[src/rtl/pipe_skid_reg.sv]
// Two-entry skid-buffered pipeline register. The ready and valid outputs are decoded
// from registered state only, which breaks the ready path between neighbouring stages.
module pipe_skid_reg #(
    parameter int unsigned      WIDTH    = 32,
    parameter logic [WIDTH-1:0] RST_DATA = '0
) (
    input  logic             clk,
    input  logic             rst,
    input  logic             flush_i,
    input  logic             up_valid_i,
    input  logic [WIDTH-1:0] up_data_i,
    output logic             up_ready_o,
    output logic             dn_valid_o,
    output logic [WIDTH-1:0] dn_data_o,
    input  logic             dn_ready_i,
    output logic [1:0]       occ_o,
    output logic [15:0]      stall_cnt_o
);

    typedef enum logic [1:0] {
        EMPTY = 2'd0,
        ONE   = 2'd1,
        FULL  = 2'd2
    } state_t;

    state_t           state;
    logic [WIDTH-1:0] main_q;
    logic [WIDTH-1:0] skid_q;
    logic             up_fire;
    logic             dn_fire;
    logic             stalled;

    assign up_ready_o = (state != FULL);
    assign dn_valid_o = (state != EMPTY);
    assign dn_data_o  = main_q;

    assign up_fire = up_valid_i & up_ready_o;
    assign dn_fire = dn_valid_o & dn_ready_i;
    assign stalled = dn_valid_o & ~dn_ready_i;

    always_comb begin
        occ_o = 2'd0;
        case (state)
            ONE:     occ_o = 2'd1;
            FULL:    occ_o = 2'd2;
            default: occ_o = 2'd0;
        endcase
    end

    always_ff @(posedge clk) begin
        if (rst) begin
            state       <= EMPTY;
            main_q      <= RST_DATA;
            skid_q      <= RST_DATA;
            stall_cnt_o <= 16'd0;
        end else begin
            // Stall count survives flushes; only reset clears it.
            if (stalled && stall_cnt_o != 16'hFFFF)
                stall_cnt_o <= stall_cnt_o + 16'd1;

            // Flush drops all entries but leaves the data registers untouched.
            if (flush_i) begin
                state <= EMPTY;
            end else begin
                case (state)
                    EMPTY: begin
                        if (up_fire) begin
                            main_q <= up_data_i;
                            state  <= ONE;
                        end
                    end
                    ONE: begin
                        if (up_fire && dn_fire) begin
                            main_q <= up_data_i;
                        end else if (up_fire) begin
                            skid_q <= up_data_i;
                            state  <= FULL;
                        end else if (dn_fire) begin
                            state <= EMPTY;
                        end
                    end
                    FULL: begin
                        if (dn_fire) begin
                            main_q <= skid_q;
                            state  <= ONE;
                        end
                    end
                    default: state <= EMPTY;
                endcase
            end
        end
    end

endmodule

[config.mk]
export PLATFORM = sky130hd
export DESIGN_NAME = pipe_skid_reg
export DESIGN_NICKNAME = d
export VERILOG_FILES = /design/src/rtl/pipe_skid_reg.sv
export SDC_FILE = /design/constraint.sdc
export NUM_CORES = 1
export LEC_CHECK = 0
export ABC_AREA = 1
export ABC_CLOCK_PERIOD_IN_PS = 1700
export CAP_MARGIN = 20
export CORE_ASPECT_RATIO = 0.9
export CORE_MARGIN = 10
export CORE_UTILIZATION = 35
export DETAILED_ROUTE_END_ITERATION = 16
export PLACE_DENSITY_LB_ADDON = 0.1
export SETUP_SLACK_MARGIN = 0.1
export SYNTH_ARGS = -nofsm -noshare
export SYNTH_HDL_FRONTEND = slang
export SYNTH_SLANG_ARGS = --single-unit
[constraint.sdc]
create_clock -name clk -period 1.7 [get_ports clk]
set_input_delay 0.34 -clock clk [delete_from_list [all_inputs] [get_ports clk]]
set_output_delay 0.34 -clock clk [all_outputs]
set_load 0.01 [all_outputs]
Word level (Yosys, flattened, before mapping)
Cells that the tools add are included.
{ "totals": {"mem_bits_rw": 0, "ff_bits": 82, "n_memories": 0, "in_bits": 37, "word_cells": 40, "rom_bits": 0, "latchBits": 0, "output_inout_bits": 52} }
{ "classes": {"n_eq_ne": 9, "n_lt_le_gt_ge": 0, "reduce_logical": 9, "add_sub_neg": 1, "shifts": 0, "bitwise_logic": 6, "n_mul": 0, "mux": 11, "div_mod_pow": 0} }
{ "op_table": {"columns": ["cell", "count"], "rows": [
  ["32-bit two-way mux", 3],
  ["32-bit one-hot mux with 3 select lines", 1],
  ["16-bit by 1-bit adder with 16-bit output (second input constant)", 1],
  ["16-bit inequality test (second input constant)", 1],
  ["2-bit two-way mux", 5],
  ["2-bit inequality test (second input constant)", 5],
  ["4-bit AND reduction", 2],
  ["2-bit one-hot mux with 3 select lines", 1],
  ["5-bit AND reduction", 1],
  ["2-bit one-hot mux with 2 select lines", 1],
  ["1-bit AND", 3],
  ["3-bit inequality test (second input constant)", 1],
  ["1-bit inverter", 3],
  ["3-bit nonzero test", 1],
  ["2-bit by 1-bit == test with 1-bit output (second input constant)", 1],
  ["2-bit == test (second input constant)", 1],
  ["1-bit logical AND", 2],
  ["2-bit zero test", 1],
  ["2-bit nonzero test", 1],
  ["2-bit OR reduction", 1]
]} }

Logic depth before layout (Yosys ltp)
Gate-level depths: netlist of the first run.
{ "depth": {"depth_word": 6, "mapped_depth": 11, "mapped_depth_nobuf": 9} }

Worst setup path before layout of the first run
Ideal clock, no wire load.
{ "synth_timing": {"path_type": "flip-flop to flip-flop", "startpoint": "reg stall_cnt_o[0]", "endpoint": "reg stall_cnt_o[0]", "path_stages_with_launch": 10, "synth_period_minus_slack_ns": 1.599, "required_time_ns": 1.584, "setup_slack_ns": 0.101, "arrival_time_ns": 1.483, "setup_time_ns": 0.116, "path_cell_list": "dfxtp_1 ha_1 inv_1 nor2_1 nand2_1 nor2_2 nor2_4 buf_6 nor2_1 nor2_1"} }
{ "synth_between": {"elab_chain_len": 2, "elab_cells_between_ends": 3} }
{ "synth_rtl": {"columns": ["element", "line_no", "text"], "rows": [
  ["start: declaration", "17", "output logic [15:0] stall_cnt_o"],
  ["start signal: assignment", "59", "stall_cnt_o <= stall_cnt_o + 16'd1;"],
  ["parallel branches: the longest is 2 deep, another holds 16-bit by 1-bit adder with 16-bit output", null, null]
]} }
Parallel ways; which one is timed is not known.
A chain may end at the register's enable or synchronous reset.

Worst setup path in the final report of the first run
{ "layout_timing": {"startpoint": "reg main_q[26] (netlist: dn_data_o[26])", "endpoint": "out dn_data_o[26]"} }
{ "layout_rtl": {"columns": ["element", "line_no", "text"], "rows": [
  ["start: declaration", "27", "logic [WIDTH-1:0] main_q;"],
  ["start signal: assignment", "68", "main_q <= up_data_i;"],
  ["start signal: assignment", "74", "main_q <= up_data_i;"],
  ["start signal: assignment", "84", "main_q <= skid_q;"],
  ["end: declaration", "14", "output logic [WIDTH-1:0] dn_data_o,"]
]} }
No word-level cell between the ends.

==> reports/metrics.cfg, run 1 <==
[status]
outcome=finished, final reports clean

[setup_path]
start_kind=flop
crit_type=flop to output port
crit_path_start=dn_data_o[26]
r2r_end=dn_data_o[6]
crit_chain=clkdlybuf4s50_1
crit_required_ns=1.36
arrival_ns=1.22
endpoint=dn_data_o[26]
critPathTopFamily=buffers and inverters
cp.buffers_inverters=1
path_max_fanout=2
r2r-start=state[1]
ff2ff_path_depth=10
critical-path-slowest-cell=clkdlybuf4s50_1
rrSetupSlack_ns=0.20
end_kind=output port
cp.depth=1
slowest_delay_ns=0.55

[route]
drtPass1Iterations=4
wire_per_inst_um=14.0
remaining_drc_errors=0
drt_iter0_drc=240
vias_per_cell=4.85
vias=3709
routed_wl_um=10700
antenna_left=0

[placed_design]
hpwl_um=7430
postPlaceCellArea_um2=4900
place_congestion=0.788
dp_slack_ns=-0.260
portBuffers=88
placedCellCount=747

[pwr]
p_leak_nw=2.47
ir_drop_mv=0.490
powerDensity_nw_per_um2=880

[grt]
grt_antenna_before_repair=0
grtUsageTotal=0.138
grt_pass1_vias=3543
grt_max_degree=61
grt-ovfl-total=0
grt_pass1_wl_um=17400

[finish]
fin_area_um2=5350
area_growth_pct=42.8
diodes=0
final_cells=765
nNetsFinal=670
layout-drive-gt1-share=0.115

[clock_network]
ctsHtreeMaxLevel=3
postCtsHoldBufs=0
clock-sinks=82
cts_buffer_depth=2
root_buffer=clkbuf_16
clk_latency_ns=0.33
clk_pin_slew_ns=0.06
cts_tree=done
cts_made_buffers=9

[synth]
synth_nets=568
synthCells=530
netlist_top_cells_area=dfxtp_1, nand2_1, a21oi_1
syn_area_um2=3740
ys_types=25
synth_largest_area_cell=dfxtp_1
synth_top_cells_by_count=nand2_1, dfxtp_1, a21oi_1, o21ai_0, nand3_1
netlist.area_leader.share=0.439
ys.flop_type=dfxtp_1
synth-edff-count=0
synth_most_common_cell=nand2_1
ys_warn_count=0
syn_area_per_cell_um2=7.06
synth_seq_cells=82
synthArstFlopShare=0
ys_seq_area_frac=0.439

[timing]
fin_crit_sh=0.917
max_freq_mhz=641
slew_headroom=0.689
post-route-min-period_ns=1.56
hold_viol=0
setup_viol=0
tightest_slew_ns=0.467
finalWorstSetupSlack_ns=0.140
finClkSkew_ns=0.00677
report.final.slew_viol_count=0
grt_setup_unrepaired=true

[die]
dieWidth_um=129
core_area_um2=10300
dieHeight_um=118
num_rows=35
floorplan.initialDensity=0.362
die_area_um2=15200
ioPinCount=89

[job]
cap_violations=0

[hold_path]
min_path_type=flop to flop

## layout by cell type, fill, tap and decap left out, types with 2 or more instances in the layout
cell / instances
nand2_1: 126
dfxtp_1: 78
a21oi_1: 72
o21ai_0: 53
clkdlybuf4s50_1: 47
nand3_1: 45
inv_1: 43
nor2_1: 36
buf_4: 25
dlymetal6s2s_1: 19
dlygate4sd2_1: 19
o21ai_1: 9
clkbuf_16: 9
buf_12: 6
inv_2: 5
nor2_4: 5
nand4_1: 4
xor2_1: 3
xnor2_1: 3
bufinv_16: 3
nand2_4: 2
nor3_1: 2
buf_6: 2
dfxtp_2: 2
dfxtp_4: 2
## layer usage
layer / global-route usage / wire length, um
met1: 0.167 / 4760
met2: 0.230 / 5200
met3: 0.0459 / 674
met4: 0.0298 / 92
met5: 0 / 0
## state kept, by name (all words and copies together) (netlist names)
| signal | count |
|---|---|
| dn_data_o | 32 |
| skid_q | 32 |
| stall_cnt_o | 16 |
| state | 2 |
## per-stage QoR
stage          utilization  total power [mW]  setup TNS [ns]  hold WS [ns]
6_report             0.517              4.71               0         0.445
5_1_grt              0.517              4.90               0         0.471
4_1_cts              0.507              4.76               0         0.447
3_5_place_dp         0.474              2.58          -10.99         0.438
3_3_place_gp         0.474              2.58           -9.38         0.432
2_1_floorplan            -              2.32               0         0.425
## area by class of cell
| class | count | area (um^2) |
|---|---|---|
| tap | 129 | 161 |
| clock buffer | 10 | 229 |
| multi-input combinational | 369 | 1780 |
| inverter | 48 | 180 |
| timing repair buffer | 122 | 1240 |
| clock inverter | 5 | 104 |
| sequential | 82 | 1650 |
| fill | 1022 | 4990 |
## where the power goes
part	switching, mW	leakage (nW)	internal (mW)	total [mW]
clock	0.735	0.163	1.43	2.16
combinational	0.263	1.64	0.265	0.528
sequential	0.0348	0.668	1.98	2.02
total	1.03	2.47	3.67	4.71
## logic make-up after synthesis
logic type      Yosys count  synth area share
fa+ha+maj                 1           0.00334
flops                    82             0.439
simple gates            226             0.263
compound gates          135             0.183
buf+inv                  80            0.0973
xor+xnor                  6            0.0140
## worst min path at each step
stage | start | to | cells after the start
final | skid_q[14] | skid_q[14] | 2
after global routing | skid_q[12] | skid_q[12] | 2
after CTS | skid_q[15] | skid_q[15] | 2
after detailed placement | skid_q[15] | skid_q[15] | 2
after global placement | skid_q[15] | skid_q[15] | 2
after floorplan | skid_q[14] | skid_q[14] | 2
## timing repair
item / CTS / global route
endpoints found under the setup margin: 67 / 69
buffers inserted: 1 / 1
cloned: 0 / 1
pin swaps: 1 / 3
resized for setup: 31 / 32
Note: power is estimated with default switching activity, not from simulation.
==> inputs of run 2 (changes only) <==
--- a/config.mk
+++ b/config.mk
@@ -10,7 +10,7 @@
 export CAP_MARGIN = 20
 export CORE_ASPECT_RATIO = 0.9
 export CORE_MARGIN = 10
-export CORE_UTILIZATION = 35
+export CORE_UTILIZATION = 45
 export DETAILED_ROUTE_END_ITERATION = 16
 export PLACE_DENSITY_LB_ADDON = 0.1
 export SETUP_SLACK_MARGIN = 0.1
==> run 2 against run 1 <==
Non-clock buffer count decreased by 1. Cell count fell by 3.8%. Clock skew rose by 0.0050 ns. Core utilization grew 12 points. Die area fell by 19%. Sequential power is essentially flat. Sequential share of layout area increased by 1.2 points. Setup slack improved by 0.036 ns. Hold slack better by 0.0045 ns. Clock power decreased by 36%. Design area fell by 4.0%. Critical path type unchanged.
==> reports/metrics.cfg, run 2 (same netlist as run 1, synthesis figures left out) <==
[clock_network]
cts_tree=done
root_buffer=clkbuf_8
clk_pin_slew_ns=0.08
clk_latency_ns=0.35
cts_buffer_depth=2
cts_made_buffers=9
ctsHtreeMaxLevel=3
clock-sinks=82

[setup_path]
critical-path-slowest-cell=dfxtp_4
crit_chain=inv_2 > nand2_1 > dlygate4sd2_1
arrival_ns=1.18
start_kind=flop
crit_required_ns=1.36
end_kind=output port
slowest_delay_ns=0.37
crit_type=flop to output port
path_max_fanout=4

[timing]
fin_crit_sh=0.896
post-route-min-period_ns=1.52
slew_headroom=0.691
max_freq_mhz=656
finClkSkew_ns=0.0118
finalSetupTns_ns=0
hold_viol=0
setup_viol=0
grt_setup_unrepaired=false
report.final.slew_viol_count=0
tightest_slew_ns=0.464

[grt]
grt_pass1_vias=3404
grt_max_degree=49
grtUsageTotal=0.161
grt_pass1_wl_um=16500
grt_antenna_before_repair=0
grt-ovfl-total=0

[route]
drt_iter0_drc=229
antenna_left=0
drtPass1Iterations=5
routed_wl_um=10200
vias=3698
wire_per_inst_um=13.9
remaining_drc_errors=0
vias_per_cell=5.02

[finish]
final_cells=736
nNetsFinal=670
layout-drive-gt1-share=0.122
final_cell_mix=nand2_1, dfxtp_1, a21oi_1
area_growth_pct=37.2
final_common_cell=nand2_1
diodes=0
fillers=782

[placed_design]
placedCellCount=716
place_congestion=0.822
portBuffers=88
hpwl_um=7190

[die]
num_rows=31
core_area_um2=8070
die_area_um2=12400
dieWidth_um=116
dieHeight_um=107
ioPinCount=89
floorplan.initialDensity=0.464

[status]
outcome=finished, final reports clean

[job]
cap_violations=0

[pwr]
p_leak_nw=2.38
powerDensity_nw_per_um2=764
ir_drop_mv=0.466

[hold_path]
min_path_type=flop to flop

## run 2: cell types whose count changed in the layout (fill, tap and decap cells not counted), sizes merged, moves of 2 or more
cell / previous run / this run
bufinv: 3 / 1
dlygate4sd2: 19 / 36
dlymetal6s2s: 19 / 14
clkdlybuf4s50: 47 / 35
clkbuf: 11 / 14
## run 2: worst paths after layout
path | start | to | slack (ns) | cells past startpoint
max reg2reg | stall_cnt_o[0] | stall_cnt_o[7] | 0.18 | 9
min reg2reg | skid_q[24] | skid_q[24] | 0.45 | 2
max | state[1] | dn_valid_o | 0.18 | 3
min | skid_q[24] | skid_q[24] | 0.45 | 2
## run 2: per-layer routing
| metal | track usage | up-vias | share of wire |
|---|---|---|---|
| met5 | 0 | - | 0 |
| met4 | 0.0429 | 0 | 0.015 |
| met3 | 0.0506 | 14 | 0.051 |
| met2 | 0.275 | 69 | 0.50 |
| met1 | 0.188 | 1687 | 0.43 |
| li1 | - | 1928 | - |
## run 2: cell type report
cell class	count	area [um^2]	area share
Sequential cell	82	1650	0.321
Multi-Input combinational cell	370	1800	0.351
Clock buffer	12	135	0.0263
Timing Repair Buffer	121	1190	0.232
Clock inverter	4	51.3	0.00999
Inverter	48	180	0.0351
Tap cell	99	124	0.0241
## run 2: power by group
group,internal (mW),switching [mW],leakage (nW)
combinational,0.254,0.267,1.62
sequential,1.98,0.0314,0.669
clock,0.685,0.707,0.0910
total,2.92,1.01,2.38
## run 2: per-stage QoR
| step | utilization | total power, mW | setup slack [ns] | area (um^2) | hold slack (ns) |
|---|---|---|---|---|---|
| after global routing | 0.636 | 4.09 | 0.101 | 5130 | 0.463 |
| after floorplan | - | 2.32 | 0.101 | 3740 | 0.425 |
| after CTS | 0.621 | 3.93 | 0.00377 | 5010 | 0.452 |
| after detailed placement | 0.600 | 2.58 | -0.238 | 4840 | 0.440 |
| after global placement | 0.600 | 2.57 | -0.169 | 4840 | 0.431 |
| final | 0.636 | 3.92 | 0.177 | 5130 | 0.449 |
## run 2: timing repair
action,4_1_cts,5_1_grt
setup buffers,0,2
hold buffers,0,0
gates resized for setup,47,35
endpoints found under the setup margin,59,93
gates cloned,0,2
pin swaps,0,6
## run 2: critical path, delay by kind of cell, from the launching register on
kind / cells / cell delay, ns
flops: 1 / 0.37
buf+inv: 2 / 0.40
simple gates: 1 / 0.08
==> inputs of run 3 (changes only) <==
--- a/config.mk
+++ b/config.mk
@@ -5,7 +5,6 @@
 export SDC_FILE = /design/constraint.sdc
 export NUM_CORES = 1
 export LEC_CHECK = 0
-export ABC_AREA = 1
 export ABC_CLOCK_PERIOD_IN_PS = 1700
 export CAP_MARGIN = 20
 export CORE_ASPECT_RATIO = 0.9
==> run 3 against run 2 <==
The flow now finishes with violations (setup timing). Design area rose by 11%. Core utilization rose by 7.5 points. Clock power rose by 29%. Clock-buffer cell count fell by 1. Via count fell by 2.5%. Register-to-register slack got worse by 0.21 ns. Setup slack got worse by 0.21 ns. Combinational power rose by 10%. Critical path depth rose by 3. Synthesized cell count fell by 18%. Highest routed layer unchanged.
==> reports/metrics.cfg, run 3 <==
[synth]
ys.flop_type=dfxtp_1
synth_seq_cells=82
ys_types=44
synth_most_common_cell=dfxtp_1
netlist.area_leader.share=0.447
netlist_top_cells_area=dfxtp_1, a21oi_1, mux2i_1
synthCells=435
synth-edff-count=0
synth_largest_area_cell=dfxtp_1
synthArstFlopShare=0
synth_nets=473
syn_area_um2=3670
synth_top_cells_by_count=dfxtp_1, a21oi_1, nand2_1, or3_1, o21ai_0
ys_seq_area_frac=0.447
syn_area_per_cell_um2=8.44
ys_warn_count=0

[clock_network]
clk_latency_ns=0.35
ctsHtreeMaxLevel=3
root_buffer=clkbuf_8
cts_tree=done
clk_pin_slew_ns=0.09
clock-sinks=82
cts_made_buffers=9
cts_buffer_depth=2

[grt]
grt-ovfl-total=0
grt_pass1_wl_um=16400
grt_use_met2=0.240
grtUsageMet3=0.0618
grt_pass1_vias=3334
grt_util_met1=0.208
grt_most_used_layer=met2
grt_max_degree=50
grt_antenna_before_repair=1
grtUsageTotal=0.160

[setup_path]
crit_required_ns=1.95
start_kind=flop
ff2ff_path_depth=6
end_kind=flop
rrSetupSlack_ns=-0.03
path_max_fanout=3
arrival_ns=1.98
crit_type=flop to flop

[timing]
grt_setup_unrepaired=true
finalWorstSetupSlack_ns=-0.0303
fin_crit_sh=1.02
setup_viol=4
post-route-min-period_ns=1.73
finClkSkew_ns=0.00758
slew_headroom=0.688
hold_viol=0
max_freq_mhz=578
report.final.slew_viol_count=0
tightest_slew_ns=0.464

[pwr]
clock_power_share=0.413
pwr-share-comb=0.132
powerDensity_nw_per_um2=769
ir_drop_mv=0.506
switchingPower_mw=1.03
power_frac_seq=0.456
cellInternalPower_mw=3.34
p_sw_frac=0.235
p_leak_nw=2.68

[route]
routed_wl_um=11200
vias_per_cell=5.47
antenna_left=0
drtPass1Iterations=5
vias=3605
drt_iter0_drc=200
remaining_drc_errors=0
wire_per_inst_um=16.9

[finish]
nNetsFinal=592
final-seq-area_um2=1670
multiInputGateArea_um2=2100
area_growth_pct=54.8
layout-drive-gt1-share=0.256
fillers=600
final_util=0.711
final_cell_mix=nand2_1, dfxtp_1, a21oi_1
final_common_cell=nand2_1

[status]
outcome=finished with violations
violations=setup timing

[placed_design]
place_congestion=0.861
portBuffers=88
dp_slack_ns=-0.339
hpwl_um=6860

[job]
cap_violations=0

[die]
dieWidth_um=115
ioPinCount=89
core_area_um2=7990
dieHeight_um=106
floorplan.initialDensity=0.459
num_rows=31
die_area_um2=12200

[hold_path]
min_path_type=primary input to flop
min_delay_path_depth=2

## run 3: cell count changes after synthesis, moves of 21 or more
cell and change:
nand2_1 -56, inv_1 -41, nand3_1 -39, or3_1 +39
mux2i_1 +33, nor2_1 -33, o21ai_0 -21
## run 3: routing by layer
layer  part of all wire  vias to the layer above
met5                  0                        -
met2               0.48                       94
met1               0.44                     1724
li1                   -                     1781
met3              0.076                        6
met4             0.0065                        0
## run 3: worst max-delay path: stages (launching register included)
cell	delay, ns
dfxtp_2	0.34
nand4_1	0.26
o41ai_4	0.43
buf_4	0.18
buf_6	0.09
nor4_4	0.03
mux2_4	0.29
## run 3: cell families after synthesis
logic type | Yosys count | synth area share
flops | 82 | 0.447
mux | 34 | 0.0941
compound gates | 129 | 0.191
fa+ha+maj | 1 | 0.00341
simple gates | 149 | 0.205
buf+inv | 39 | 0.0569
xor+xnor | 1 | 0.00239
## run 3: area by class of cell
cell class                 instances  area share
multi-input combinational        314       0.370
sequential                        82       0.293
timing repair buffer             145       0.268
clock buffer                      11      0.0269
tap                               99      0.0218
clock inverter                     5      0.0189
inverter                           2     0.00132
antenna                            1    0.000440
## run 3: repair_timing
item | 4_1_cts | 5_1_grt
buffers inserted | 3 | 5
resized for setup | 49 | 101
endpoints found under the setup margin | 78 | 66
pin swaps | 17 | 49
hold buffers | 0 | 0
cloned | 0 | 7
## run 3: path summary, 6_finish.rpt
kind	startpoint	endpoint
worst min-delay path	rst	stall_cnt_o[1]
worst min register to register	skid_q[0]	skid_q[0]
worst max-delay path	stall_cnt_o[10]	stall_cnt_o[13]
worst max register to register	stall_cnt_o[10]	stall_cnt_o[13]
## run 3: per-stage QoR
stage | hold slack, ns | std cells | TNS, ns | cell area (um^2) | power (mW)
2_1_floorplan | 0.432 | 435 | 0 | 3720 | 2.23
4_1_cts | 0.390 | 646 | -0.646 | 5230 | 4.28
6_report | 0.426 | 659 | -0.0821 | 5680 | 4.37
3_5_place_dp | 0.446 | 627 | -19.44 | 4920 | 2.49
3_3_place_gp | 0.440 | 627 | -16.58 | 4920 | 2.48
5_1_grt | 0.438 | 659 | -0.734 | 5680 | 4.54
## run 3: power groups by stage
| stage | Sequential [mW] | Combinational (mW) | Clock, mW |
|---|---|---|---|
| final | 1.99 | 0.576 | 1.80 |
| after global routing | 2.00 | 0.620 | 1.93 |
| after CTS | 1.99 | 0.452 | 1.84 |
| after detailed placement | 2.03 | 0.454 | 0 |
| after global placement | 2.03 | 0.448 | 0 |
| after floorplan | 2.05 | 0.181 | 0 |
